$ cat src/rtl/uart_rx_pkg.sv
// Shared types and helpers for the UART receive path.
// Provides rx_state_e, clks_per_bit() and default clock/baud values.
package uart_rx_pkg;

    localparam int DEF_CLK_HZ = 50_000_000;
    localparam int DEF_BAUD   = 115200;

    typedef enum logic [2:0] {
        IDLE   = 3'd0,
        START  = 3'd1,
        DATA   = 3'd2,
        PARITY = 3'd3,
        STOP   = 3'd4,
        BREAK  = 3'd5
    } rx_state_e;

    function automatic int clks_per_bit(input int clk_hz, input int baud);
        return clk_hz / baud;
    endfunction

endpackage

$ cat src/rtl/sync_fifo.sv
// Single-clock FIFO; push while full is taken if a pop happens the same cycle.
// Ports: clk_i, rst_i, push_i/din_i, pop_i/dout_o, full_o, empty_o, level_o.
module sync_fifo #(
    parameter int WIDTH = 8,
    parameter int DEPTH = 8
) (
    input  logic                     clk_i,
    input  logic                     rst_i,
    input  logic                     push_i,
    input  logic [WIDTH-1:0]         din_i,
    input  logic                     pop_i,
    output logic [WIDTH-1:0]         dout_o,
    output logic                     full_o,
    output logic                     empty_o,
    output logic [$clog2(DEPTH):0]   level_o
);

    localparam int AW = $clog2(DEPTH);

    logic [WIDTH-1:0] mem_q [DEPTH];
    logic [AW-1:0]    wr_ptr_q, wr_ptr_d;
    logic [AW-1:0]    rd_ptr_q, rd_ptr_d;
    logic [AW:0]      level_q, level_d;
    logic             do_push, do_pop;

    assign empty_o = (level_q == '0);
    assign full_o  = (level_q == (AW+1)'(DEPTH));
    assign level_o = level_q;
    // Head is forced to zero when empty so the output is clean after reset.
    assign dout_o  = empty_o ? '0 : mem_q[rd_ptr_q];

    assign do_pop  = pop_i && !empty_o;
    assign do_push = push_i && (!full_o || do_pop);

    always_comb begin
        wr_ptr_d = wr_ptr_q;
        rd_ptr_d = rd_ptr_q;
        level_d  = level_q;
        if (do_push) wr_ptr_d = wr_ptr_q + AW'(1);
        if (do_pop)  rd_ptr_d = rd_ptr_q + AW'(1);
        if (do_push && !do_pop) level_d = level_q + (AW+1)'(1);
        if (!do_push && do_pop) level_d = level_q - (AW+1)'(1);
    end

    always_ff @(posedge clk_i or posedge rst_i) begin
        if (rst_i) begin
            wr_ptr_q <= '0;
            rd_ptr_q <= '0;
            level_q  <= '0;
        end else begin
            wr_ptr_q <= wr_ptr_d;
            rd_ptr_q <= rd_ptr_d;
            level_q  <= level_d;
        end
    end

    always_ff @(posedge clk_i) begin
        if (do_push) mem_q[wr_ptr_q] <= din_i;
    end

endmodule

$ cat src/rtl/uart_rx_fifo.sv
// UART receiver (8N1, or 8E1 with UART_RX_PARITY_EN) feeding a byte FIFO.
// Ports: clk_i, rst_i, rx_i, data_o/valid_o/ready_i, level_o, error pulses.
module uart_rx_fifo
    import uart_rx_pkg::*;
#(
    parameter int CLK_HZ     = DEF_CLK_HZ,
    parameter int BAUD       = DEF_BAUD,
    parameter int FIFO_DEPTH = 8
) (
    input  logic                          clk_i,
    input  logic                          rst_i,
    input  logic                          rx_i,
    output logic [7:0]                    data_o,
    output logic                          valid_o,
    input  logic                          ready_i,
    output logic [$clog2(FIFO_DEPTH):0]   level_o,
    output logic                          frame_err_o,
    output logic                          parity_err_o,
    output logic                          overflow_o
);

    localparam int DIV  = clks_per_bit(CLK_HZ, BAUD);
    localparam int HALF = DIV / 2;
    localparam int CW   = $clog2(DIV + 1);
    localparam logic [CW-1:0] DIV_M1  = CW'(DIV - 1);
    localparam logic [CW-1:0] HALF_M1 = CW'(HALF - 1);

    logic            sync1_q, sync2_q, rx;
    rx_state_e       state_q, state_d;
    logic [CW-1:0]   cnt_q, cnt_d;
    logic [2:0]      bit_q, bit_d;
    logic [7:0]      shreg_q, shreg_d;
    logic            frame_err_q, frame_err_d;
    logic            overflow_q, overflow_d;
    logic            push, pop, full, empty, tick;
`ifdef UART_RX_PARITY_EN
    logic            par_bad_q, par_bad_d;
    logic            parity_err_q, parity_err_d;
`endif

    assign rx   = sync2_q;
    assign tick = (cnt_q == DIV_M1);

    always_comb begin
        state_d     = state_q;
        cnt_d       = cnt_q + CW'(1);
        bit_d       = bit_q;
        shreg_d     = shreg_q;
        frame_err_d = 1'b0;
        push        = 1'b0;
`ifdef UART_RX_PARITY_EN
        par_bad_d    = par_bad_q;
        parity_err_d = 1'b0;
`endif
        unique case (state_q)
            IDLE: begin
                cnt_d = '0;
                if (!rx) state_d = START;
            end
            START: begin
                // Mid-start check; counter restarts so DATA samples mid-bit.
                if (cnt_q == HALF_M1) begin
                    cnt_d = '0;
                    bit_d = '0;
                    state_d = rx ? IDLE : DATA;
                end
            end
            DATA: begin
                if (tick) begin
                    cnt_d   = '0;
                    shreg_d = {rx, shreg_q[7:1]};
                    bit_d   = bit_q + 3'd1;
                    if (bit_q == 3'd7) begin
`ifdef UART_RX_PARITY_EN
                        state_d = PARITY;
`else
                        state_d = STOP;
`endif
                    end
                end
            end
`ifdef UART_RX_PARITY_EN
            PARITY: begin
                if (tick) begin
                    cnt_d     = '0;
                    par_bad_d = (rx != ^shreg_q);
                    state_d   = STOP;
                end
            end
`endif
            STOP: begin
                if (tick) begin
                    cnt_d   = '0;
                    state_d = IDLE;
                    if (!rx) begin
                        frame_err_d = 1'b1;
                        state_d     = BREAK;
`ifdef UART_RX_PARITY_EN
                    end else if (par_bad_q) begin
                        parity_err_d = 1'b1;
`endif
                    end else begin
                        push = 1'b1;
                    end
                end
            end
            BREAK: begin
                cnt_d = '0;
                if (rx) state_d = IDLE;
            end
            default: begin
                cnt_d   = '0;
                state_d = IDLE;
            end
        endcase
    end

    assign pop        = valid_o && ready_i;
    assign overflow_d = push && full && !pop;

    always_ff @(posedge clk_i or posedge rst_i) begin
        if (rst_i) begin
            sync1_q     <= 1'b1;
            sync2_q     <= 1'b1;
            state_q     <= IDLE;
            cnt_q       <= '0;
            bit_q       <= '0;
            shreg_q     <= '0;
            frame_err_q <= 1'b0;
            overflow_q  <= 1'b0;
        end else begin
            sync1_q     <= rx_i;
            sync2_q     <= sync1_q;
            state_q     <= state_d;
            cnt_q       <= cnt_d;
            bit_q       <= bit_d;
            shreg_q     <= shreg_d;
            frame_err_q <= frame_err_d;
            overflow_q  <= overflow_d;
        end
    end

`ifdef UART_RX_PARITY_EN
    always_ff @(posedge clk_i or posedge rst_i) begin
        if (rst_i) begin
            par_bad_q    <= 1'b0;
            parity_err_q <= 1'b0;
        end else begin
            par_bad_q    <= par_bad_d;
            parity_err_q <= parity_err_d;
        end
    end
    assign parity_err_o = parity_err_q;
`else
    assign parity_err_o = 1'b0;
`endif

    assign frame_err_o = frame_err_q;
    assign overflow_o  = overflow_q;
    assign valid_o     = !empty;

    sync_fifo #(
        .WIDTH (8),
        .DEPTH (FIFO_DEPTH)
    ) u_fifo (
        .clk_i   (clk_i),
        .rst_i   (rst_i),
        .push_i  (push),
        .din_i   (shreg_q),
        .pop_i   (pop),
        .dout_o  (data_o),
        .full_o  (full),
        .empty_o (empty),
        .level_o (level_o)
    );

endmodule

$ cat config.mk
export PLATFORM = sky130hd
export DESIGN_NAME = uart_rx_fifo
export DESIGN_NICKNAME = d
export VERILOG_FILES = /design/src/rtl/uart_rx_pkg.sv /design/src/rtl/sync_fifo.sv /design/src/rtl/uart_rx_fifo.sv
export SDC_FILE = /design/constraint.sdc
export NUM_CORES = 1
export LEC_CHECK = 0
export BUFFER_PORTS_ARGS = -buffer_cell sky130_fd_sc_hd__clkbuf_2
export CAP_MARGIN = 20
export CORE_MARGIN = 5
export CORE_UTILIZATION = 60
export DETAILED_ROUTE_END_ITERATION = 10
export PLACE_DENSITY = 0.83
export SLEW_MARGIN = 5
export SYNTH_ARGS = -nofsm -noshare
export SYNTH_HDL_FRONTEND = slang
export SYNTH_SLANG_ARGS = --single-unit
$ cat constraint.sdc
create_clock -name clk_i -period 3.3 [get_ports clk_i]
set_input_delay 0.33 -clock clk_i [delete_from_list [all_inputs] [get_ports clk_i]]
set_output_delay 0.33 -clock clk_i [all_outputs]
set_load 0.01 [all_outputs]
### Yosys cells after proc, flatten, opt, wreduce, memory -nomap -nowiden

Memory sizes are Yosys's and may differ from the RTL's.
Cells that the tools add are included.

* register bits after elaboration: 37
* RAM bits: 64
* input port bits: 4
* output and inout port bits: 16
* logic and storage cells: 79
* memories kept: 1

* add/sub/neg operators: 6
* equal/unequal tests: 14
* muxes and demuxes: 26
* reductions and logical operators: 21

Memory list
* u_fifo.mem_q: words 8, width 8, rd ports 1, clocked after memory_dff 0, write ports 1, line sync_fifo.sv:20 `logic [WIDTH-1:0] mem_q [DEPTH];`

Operators by type and width (number)
* two-way mux 3 bit: 9
* two-way mux 9 bit: 2
* one-hot mux 9 bit (2 select lines): 1
* one-hot mux 3 bit (5 select lines): 1
* inequality test 2 bit (second input constant): 6
* adder 3 x 1 -> 3 bit (second input constant): 3
* adder 9 x 1 -> 9 bit (second input constant): 1
* == test 3 bit (second input constant): 3
* == test 9 x 8 -> 1 bit (second input constant): 1
* == test 9 bit (second input constant): 1
* two-way mux 1 bit: 8
* two-way mux 4 bit: 2
* two-way mux 8 bit: 1
* logical AND 1 bit: 7
* one-hot mux 3 bit (2 select lines): 1
* AND reduction 6 bit: 1
* zero test 1 bit: 5
* adder 4 x 1 -> 4 bit (second input constant): 1
* == test 4 bit (second input constant): 1
* zero test 4 bit: 1
* nonzero test 2 bit: 2
* subtractor 4 x 1 -> 4 bit (second input constant): 1
* == test 3 x 1 -> 1 bit (second input constant): 1
* == test 3 x 2 -> 1 bit (second input constant): 1
* 6 further kinds: 6

### Longest topological paths before layout

Gate-level depths: netlist of the first run.

* depth after elaboration: 9
* mapped depth: 10
* mapped depth without buffers: 10

### Cells and area by module

Synthesis of the first run repeated with hierarchy kept, for this count alone.

* cell total of the unflattened synthesis: 284
* area, all modules: 4421.7 um^2

Modules (own cells, without submodules)
* sync_fifo: instances 1, cells each 173, area an instance 3101.7 um^2, sequential area each 2172.1 um^2
* uart_rx_fifo: instances 1, cells each 111, area an instance 1320.0 um^2, sequential area each 678.2 um^2

### Worst setup path before layout of the first run

Ideal clock, no wire load.

* kind: reg2reg
* start point: register cnt_q[1]
* end point: memory u_fifo.mem_q[0][0] (enable)
* setup time: 395 ps
* data arrival time: 2093 ps
* required time: 2905 ps
* path slack: 813 ps
* stages on the path, launching flop included: 7
* path buffers: 0
* period minus slack after synthesis: 2487 ps
* cell sequence: dfrtp_1 > inv_1 > ha_1 > and4b_2 > nand3_1 > nand2b_1 > nor4_1

* word-level cells in the longest chain between the ends: 6

RTL lines
* start: declaration: line uart_rx_fifo.sv:30 `logic [CW-1:0] cnt_q, cnt_d;`
* start signal: assignment: line uart_rx_fifo.sv:135 `cnt_q <= cnt_d;`
* == test 9 bit: line uart_rx_fifo.sv:42 `assign tick = (cnt_q == DIV_M1);`
* two-way mux 1 bit: line uart_rx_fifo.sv:92 `if (tick) begin`
* two-way mux 1 bit: line uart_rx_fifo.sv:55 `unique case (state_q)`
* logical AND 1 bit: line sync_fifo.sv:33 `assign do_push = push_i && (!full_o || do_pop);`
* two-way mux 1 bit: line sync_fifo.sv:58 `if (do_push) mem_q[wr_ptr_q] <= din_i;`
* two-way mux 1 bit (not written as such): line sync_fifo.sv:58
* end: declaration: line sync_fifo.sv:20

Every way passes these cells.

### Worst setup path after layout of the first run

* start point: register cnt_q[1]
* end point: register u_fifo.level_q[2] (netlist: u_fifo.level_o[2])

* word-level cells in the longest chain between the ends: 7
* elaborated cells on any way between the ends: 9
* classes of those cells: eq/ne: 1; mux: 3; reduce/logical: 5

RTL lines
* == test 9 bit (*): line uart_rx_fifo.sv:42
* two-way mux 1 bit (*): line uart_rx_fifo.sv:92
* two-way mux 1 bit (*): line uart_rx_fifo.sv:55
* logical AND 1 bit (*): line sync_fifo.sv:33
* zero test 1 bit: line sync_fifo.sv:42 `if (!do_push && do_pop) level_d = level_q - (AW+1)'(1);`
* logical AND 1 bit: line sync_fifo.sv:42
* two-way mux 4 bit or nonzero test 2 bit (tied branches)
* end signal: assignment: line sync_fifo.sv:53 `level_q <= level_d;`
* end: declaration: line sync_fifo.sv:23 `logic [AW:0] level_q, level_d;`

Every way passes the cells marked *; elsewhere a longest branch is shown, timed or not.
A chain may end at the register's enable or synchronous reset.

==> results.sh, run 1 <==
export IMPL_grt_remaining_overflow=0
export IMPL_p_clk_share_pct=26.3
export IMPL_min_period_ps=2480
export IMPL_fin_tns_setup_ps=0
export IMPL_p_leak_nw=1.81
export IMPL_die_y_um=94.6
export IMPL_rsz0062_at_grt="false"
export IMPL_grt_max_degree=38
export IMPL_yosys_area_top_type="edfxtp_1"
export IMPL_grt_pass1_wl_um=11900
export IMPL_portBuffers=18
export IMPL_dpl_cell_count=394
export IMPL_final_nets=321
export IMPL_setup_viol=0
export IMPL_cts_root_buf="clkbuf_8"
export IMPL_ys_flop_type="edfxtp_1"
export IMPL_regToRegSetupSlack_ps=820
export IMPL_fp_coreArea_sq_um=6870
export IMPL_slew_violations=0
export IMPL_start_kind="register"
export IMPL_holdBufCountCts=0
export IMPL_slew_headroom_pct=50.6
export IMPL_finClkSkew_ps=16.3
export IMPL_grt_pass1_vias=2383
export IMPL_synthTopCellsByArea="edfxtp_1, dfrtp_1, mux4_2, nand2_1, ha_1"
export IMPL_ir_drop_mv=0.277
export IMPL_stdcell_count=410
export IMPL_clkTransAtPathRegs_ps=100
export IMPL_drtPass1Iterations=4
export IMPL_drtIter0Drc=105
export IMPL_path_class="register to register"
export IMPL_power_density_nw_per_um2=586
export IMPL_hpwl_um=4920
export IMPL_cp_end_kind="register"
export IMPL_syn_to_final_growth_pct=9.26
export IMPL_cts_buffers=9
export IMPL_antenna_found_initial=0
export IMPL_async_flop_share_pct=36.6
export IMPL_p_comb_share_pct=19.5
export IMPL_wl_um=6860
export IMPL_drive_gt1_share_pct=24.2
export IMPL_wl_per_cell_um=16.7
export IMPL_seq_power_share_pct=54.2
export IMPL_num_rows=30
export IMPL_cts_max_level=3
export IMPL_post_cts_setup_buffer_count=0
export IMPL_synth_top_area_share_pct=44.7
export IMPL_ys_types=50
export IMPL_synthesis_area_sq_um=4300
export IMPL_max_clock_freq_ghz=0.403
export IMPL_postRouteAntennaNets=0
export IMPL_initial_utilization_pct=62.6
export IMPL_syn_inst=283
export IMPL_num_vias=2292
export IMPL_holdWs_ps=38.1
export IMPL_ys_seq_elements=101
export IMPL_syn_area_per_cell_sq_um=15.2
export IMPL_critical_path_arrival_ps=2730
export IMPL_cts_sinks=101
export IMPL_seq_area_frac_synth_pct=66.3
export IMPL_grt_usage_pct=17.8
export IMPL_cts_buffer_depth=2
export IMPL_route_detailed_drc=0
export IMPL_nFillCells=463
export IMPL_status="finished, final reports clean"
export IMPL_ys_warn_count=0
export IMPL_cp_required_ps=3550
export IMPL_most_common_layout_cells="edfxtp_1, dfrtp_1, nand2_1"
export IMPL_die_area_sq_um=8960
export IMPL_cts_resized=0
export IMPL_p_int_mw=1.94
export IMPL_pin_count=20
export IMPL_die_w_um=94.6
export IMPL_hold_path_class="input pin to async pin"
export IMPL_worst_slew_pin_transition_ps=738
export IMPL_viasPerCell=5.59
export IMPL_antennaDiodeCount=0
export IMPL_switching_share_pct=29.4
export IMPL_routabilityCongestion=0.802
export IMPL_crit_fanout=6
export IMPL_period_share_pct=75.2
export IMPL_post_route_util_pct=68.4
export IMPL_drv_cap=0
export IMPL_synth_edff_count=64
export IMPL_cts_tree="done"
export IMPL_hold_viol=0
export IMPL_insertion_delay_ps=360
export IMPL_syn_nets=295
export IMPL_final_common_cell="edfxtp_1"
export IMPL_switching_power_mw=0.810
## synth_stat cells (4+ instances only)
cell      count
buf_2         4
nor2_1       26
nor3_1        8
nand3_1       8
dfrtp_1      35
xnor2_1       8
mux2i_1       8
mux4_2       16
edfxtp_1     64
ha_1          8
nand2b_1      6
xor2_1        6
nand2_1      33
## routing by layer
layer	vias up	wire, um	track usage, %
met1	1140	2900	23.6
met3	9	281	3.59
met4	0	85	5.41
met5	-	0	0
li1	1098	-	-
met2	45	3590	30.0
## flip-flops by register name, indices dropped and copies added (netlist names)
register / cells
u_fifo.mem_q: 64
cnt_q: 9
shreg_q: 8
u_fifo.level_o: 4
bit_q: 3
state_q: 3
u_fifo.rd_ptr_q: 3
u_fifo.wr_ptr_q: 3
frame_err_o: 1
overflow_o: 1
rx: 1
sync1_q: 1
## cell families (layout without fill, tap and decap cells)
group | count (synthesis) | count (layout) | share of synthesized area [%]
AOI/OAI and AO/OA | 12 | 12 | 2.24
muxes | 27 | 27 | 11.1
DFF | 101 | 101 | 66.3
and+or+nand+nor | 106 | 106 | 13.5
other | 1 | 1 | 0.0873
buffers and inverters | 14 | 45 | 1.60
adders and majority gates | 8 | 8 | 2.33
xor gates and xnor gates | 14 | 14 | 2.85
## final cells by class
type | count | area (sq um) | share of cell area, %
Multi-Input combinational cell | 168 | 1380 | 29.4
Tap cell | 96 | 120 | 2.56
Inverter | 4 | 15.0 | 0.320
Timing Repair Buffer | 25 | 143 | 3.04
Clock inverter | 7 | 65.1 | 1.39
Clock buffer | 9 | 124 | 2.64
Sequential cell | 101 | 2850 | 60.7
## power groups by stage
stage | registers [mW] | logic [mW] | clock network, mW
global placement | 1.52 | 0.529 | 0
global route | 1.50 | 0.592 | 0.807
floorplan | 1.46 | 0.439 | 0
detailed placement | 1.52 | 0.543 | 0
CTS | 1.49 | 0.545 | 0.746
finish | 1.49 | 0.537 | 0.725
## worst paths after layout
path                                    startpoint                            end  cells after the start
worst min register to register   sync1_q$_DFF_PP1_                   rx$_DFF_PP1_                      0
max in group asynchronous                    rst_i                   rx$_DFF_PP1_                      3
worst max-delay path            cnt_q[1]$_DFF_PP0_  u_fifo.level_o[2]$_DFFE_PP0P_                     10
worst min-delay path                         rst_i         state_q[2]$_DFFE_PP0P_                      3
min in group clk_i                            rx_i              sync1_q$_DFF_PP1_                      1
worst max register to register  cnt_q[1]$_DFF_PP0_  u_fifo.level_o[2]$_DFFE_PP0P_                     10
## critical path, stage by stage, from the launching register on
cell and delay (ps):
dfrtp_1 420, inv_1 110, ha_1 150, and4b_2 310
nand3_1 230, nor2b_1 240, xor2_1 150, ha_1 210
nor4b_1 320, a31oi_1 90, xnor2_1 140
## through the flow
step	area (sq um)	power [mW]	setup slack, ps
final	4700	2.75	818
after global routing	4700	2.90	605
after CTS	4700	2.78	819
after detailed placement	4510	2.06	831
after global placement	4510	2.05	1000
after floorplan	4300	1.89	813
Note: power is estimated with default switching activity, not from simulation.
==> inputs of run 2 (changes only) <==
ABC_AREA = 1   (was not set)
CORE_UTILIZATION = 55   (was 60)
PLACE_DENSITY = 0.8   (was 0.83)
clock period = 2.2 ns   (was 3.3 ns; I/O delays follow)
==> results.sh, run 2 <==
export IMPL_status="finished, final reports clean"
export IMPL_synthTopCellsByArea="edfxtp_1, dfrtp_1, nor2_1, nand2_1, o21ai_0"
export IMPL_synthAdderAreaFrac_pct=2.29
export IMPL_die_area_sq_um=9840
export IMPL_stdcell_count=543
export IMPL_finalPower_mw=5.16
export IMPL_synthXorXnorAreaFrac_pct=2.00
export IMPL_setup_viol=0
export IMPL_portBuffers=18
export IMPL_synth_edff_count=64
export IMPL_min_to="overflow_o$_DFF_PP0_"
export IMPL_ys_flop_type="edfxtp_1"
export IMPL_grt_busiest_layer="met2"
export IMPL_ys_seq_elements=101
export IMPL_path_class="register to primary output"
export IMPL_hold_path_class="input pin to register"
export IMPL_holdWs_ps=76.2
export IMPL_multi_input_area_sq_um=1390
export IMPL_yosys_area_top_type="edfxtp_1"
export IMPL_min_path_cells=2
export IMPL_ys_warn_count=0
export IMPL_drtPass1Iterations=6
export IMPL_crit_fanout=34
export IMPL_met2_usage_pct=31.7
export IMPL_regToRegSetupSlack_ps=150
export IMPL_final_nets=448
export IMPL_cts_sinks=101
export IMPL_largest_reg_flops=64
export IMPL_drtIter0Drc=295
export IMPL_grt_use_met1_pct=25.3
export IMPL_hold_start="ready_i"
export IMPL_fp_coreArea_sq_um=7730
export IMPL_syn_area_per_cell_sq_um=11.0
export IMPL_critPathTopFamily="buffers and inverters"
export IMPL_ff2ff_path_depth=11
export IMPL_syn_to_final_growth_pct=14.3
export IMPL_cp_cell_sequence="buf_6, nor2_1, o32ai_1, o21ai_0, nor2_1, clkbuf_2"
export IMPL_hpwl_um=5950
export IMPL_nFillCells=576
export IMPL_crit_path_frequent_cell="nor2_1"
export IMPL_muxShareOfSynthArea_pct=1.80
export IMPL_most_common_layout_cells="nor2_1, edfxtp_1, nand2_1"
export IMPL_syn_inst=397
export IMPL_cp_slowest_cell="dfrtp_1"
export IMPL_seq_area_frac_synth_pct=65.2
export IMPL_max_clock_freq_ghz=0.484
export IMPL_cts_root_buf="clkbuf_8"
export IMPL_wl_per_cell_um=16.7
export IMPL_num_rows=32
export IMPL_critical_path_arrival_ps=1850
export IMPL_die_y_um=99.2
export IMPL_dpl_cell_count=517
export IMPL_routabilityCongestion=0.874
export IMPL_period_share_pct=93.9
export IMPL_final_common_cell="nor2_1"
export IMPL_route_detailed_drc=0
export IMPL_worst_path_buf_inv=2
export IMPL_grt_max_degree=38
export IMPL_grt_remaining_overflow=0
export IMPL_yosys_top_cells_count="nor2_1, edfxtp_1, nand2_1"
export IMPL_syn_nets=409
export IMPL_p_leak_nw=2.26
export IMPL_insertion_delay_ps=360
export IMPL_regArea_sq_um=2850
export IMPL_power_density_nw_per_um2=1030
export IMPL_grt_use_met3_pct=4.56
export IMPL_ys_types=34
export IMPL_grt_usage_pct=19.3
export IMPL_initial_utilization_pct=56.6
export IMPL_r2r_start="cnt_q[1]$_DFF_PP0_"
export IMPL_start_kind="register"
export IMPL_grt_pass1_wl_um=14900
export IMPL_synth_compound_area_share_pct=7.67
export IMPL_largestRegisters="u_fifo.mem_q: 64 flops, cnt_q: 9 flops, shreg_q: 8 flops"
export IMPL_num_vias=3063
export IMPL_synth_top_area_share_pct=43.9
export IMPL_clkTransAtPathRegs_ps=90
export IMPL_fin_tns_setup_ps=0
export IMPL_cp_required_ps=1980
export IMPL_cts_buffer_depth=2
export IMPL_min_period_ps=2070
export IMPL_cts_buffers=9
export IMPL_post_synth_top_count_cell="nor2_1"
export IMPL_antennaDiodeCount=0
export IMPL_drive_gt1_share_pct=19.7
export IMPL_regMostFlops="u_fifo.mem_q"
export IMPL_postRouteAntennaNets=0
export IMPL_viasPerCell=5.64
export IMPL_drv_cap=0
export IMPL_wl_um=9080
export IMPL_cts_max_level=3
export IMPL_max_stage_delay_ps=420
export IMPL_synth_top_family_by_area="simple AND/OR/NAND/NOR gates"
export IMPL_die_w_um=99.2
export IMPL_grt_pass1_vias=3029
export IMPL_synthesis_area_sq_um=4370
export IMPL_async_flop_share_pct=36.6
export IMPL_ir_drop_mv=0.765
export IMPL_post_route_util_pct=64.7
export IMPL_cts_tree="done"
export IMPL_hold_viol=0
export IMPL_pin_count=20
export IMPL_antenna_found_initial=0
export IMPL_synth_simple_gate_area_share_pct=16.7
export IMPL_slew_violations=0
export IMPL_finClkSkew_ps=11.8
export IMPL_cp_end_kind="primary output"
export IMPL_crit_reg2reg_capture="u_fifo.mem_q[7][0]$_DFFE_PP_"
run 2: cell count changes after synthesis, moves of 8 or more:
cell | previous run | this run
inv_1 | 3 | 31
mux4_2 | 16 | 0
nand2_1 | 33 | 48
o21ai_0 | 1 | 30
nor2_1 | 26 | 83
o32ai_1 | 0 | 16
mux2i_1 | 8 | 0
run 2: through the flow:
stage	setup WS, ps	instance area (sq um)
floorplan	-43.5	4380
global placement	198	4640
detailed placement	126	4640
CTS	28.9	4890
global route	-26.9	5000
finish	134	5000
run 2: logic make-up after synthesis:
kind of cell	count (synthesis)
AND/OR/NAND/NOR	171
flip-flops	101
AO/OA/AOI/OAI	53
buffers and inverters	46
XOR/XNOR	10
adder cells (fa/ha/maj)	8
multiplexers	7
other	1
run 2: repair_timing:
item / 4_1_cts / 5_1_grt
setup endpoints to repair: 8 / 71
resized for setup: 2 / 11
setup buffers: 0 / 8
pin swaps: 0 / 2
hold endpoints to repair: 36 / 0
cloned: 0 / 0
hold buffers: 2 / 0
run 2: worst max path at each step:
stage / depth (start not counted) / startpoint / slack [ps] / to
finish: 6 / u_fifo.rd_ptr_q[0]$_DFFE_PP0P_ / 130 / data_o[7]
global route: 11 / cnt_q[1]$_DFF_PP0_ / -30 / u_fifo.mem_q[7][2]$_DFFE_PP_
CTS: 6 / u_fifo.rd_ptr_q[0]$_DFFE_PP0P_ / 30 / data_o[0]
detailed placement: 11 / cnt_q[1]$_DFF_PP0_ / 130 / u_fifo.mem_q[7][7]$_DFFE_PP_
global placement: 11 / cnt_q[1]$_DFF_PP0_ / 200 / u_fifo.mem_q[1][4]$_DFFE_PP_
floorplan: 10 / cnt_q[1]$_DFF_PP0_ / -40 / u_fifo.mem_q[1][0]$_DFFE_PP_
run 2: metal layers:
metal | wire length (um) | vias to the layer above
met5 | 0 | -
met4 | 159 | 0
met3 | 690 | 17
met2 | 4490 | 124
met1 | 3740 | 1485
li1 | - | 1437
run 2: layout make-up:
cell class / instances / area share [%]
flip-flops and latches: 101 / 57.1
multi-input cells: 250 / 27.7
repair buffers: 41 / 5.68
clock inverters: 7 / 1.95
clock buffers: 9 / 2.48
inverters: 33 / 2.58
well taps: 102 / 2.55
run 2: power breakdown:
group | leakage, nW | total [mW] | internal (mW) | switching (mW)
Clock | 0.108 | 1.26 | 0.646 | 0.612
Sequential | 1.21 | 2.20 | 2.08 | 0.129
Combinational | 0.938 | 1.70 | 0.667 | 1.03
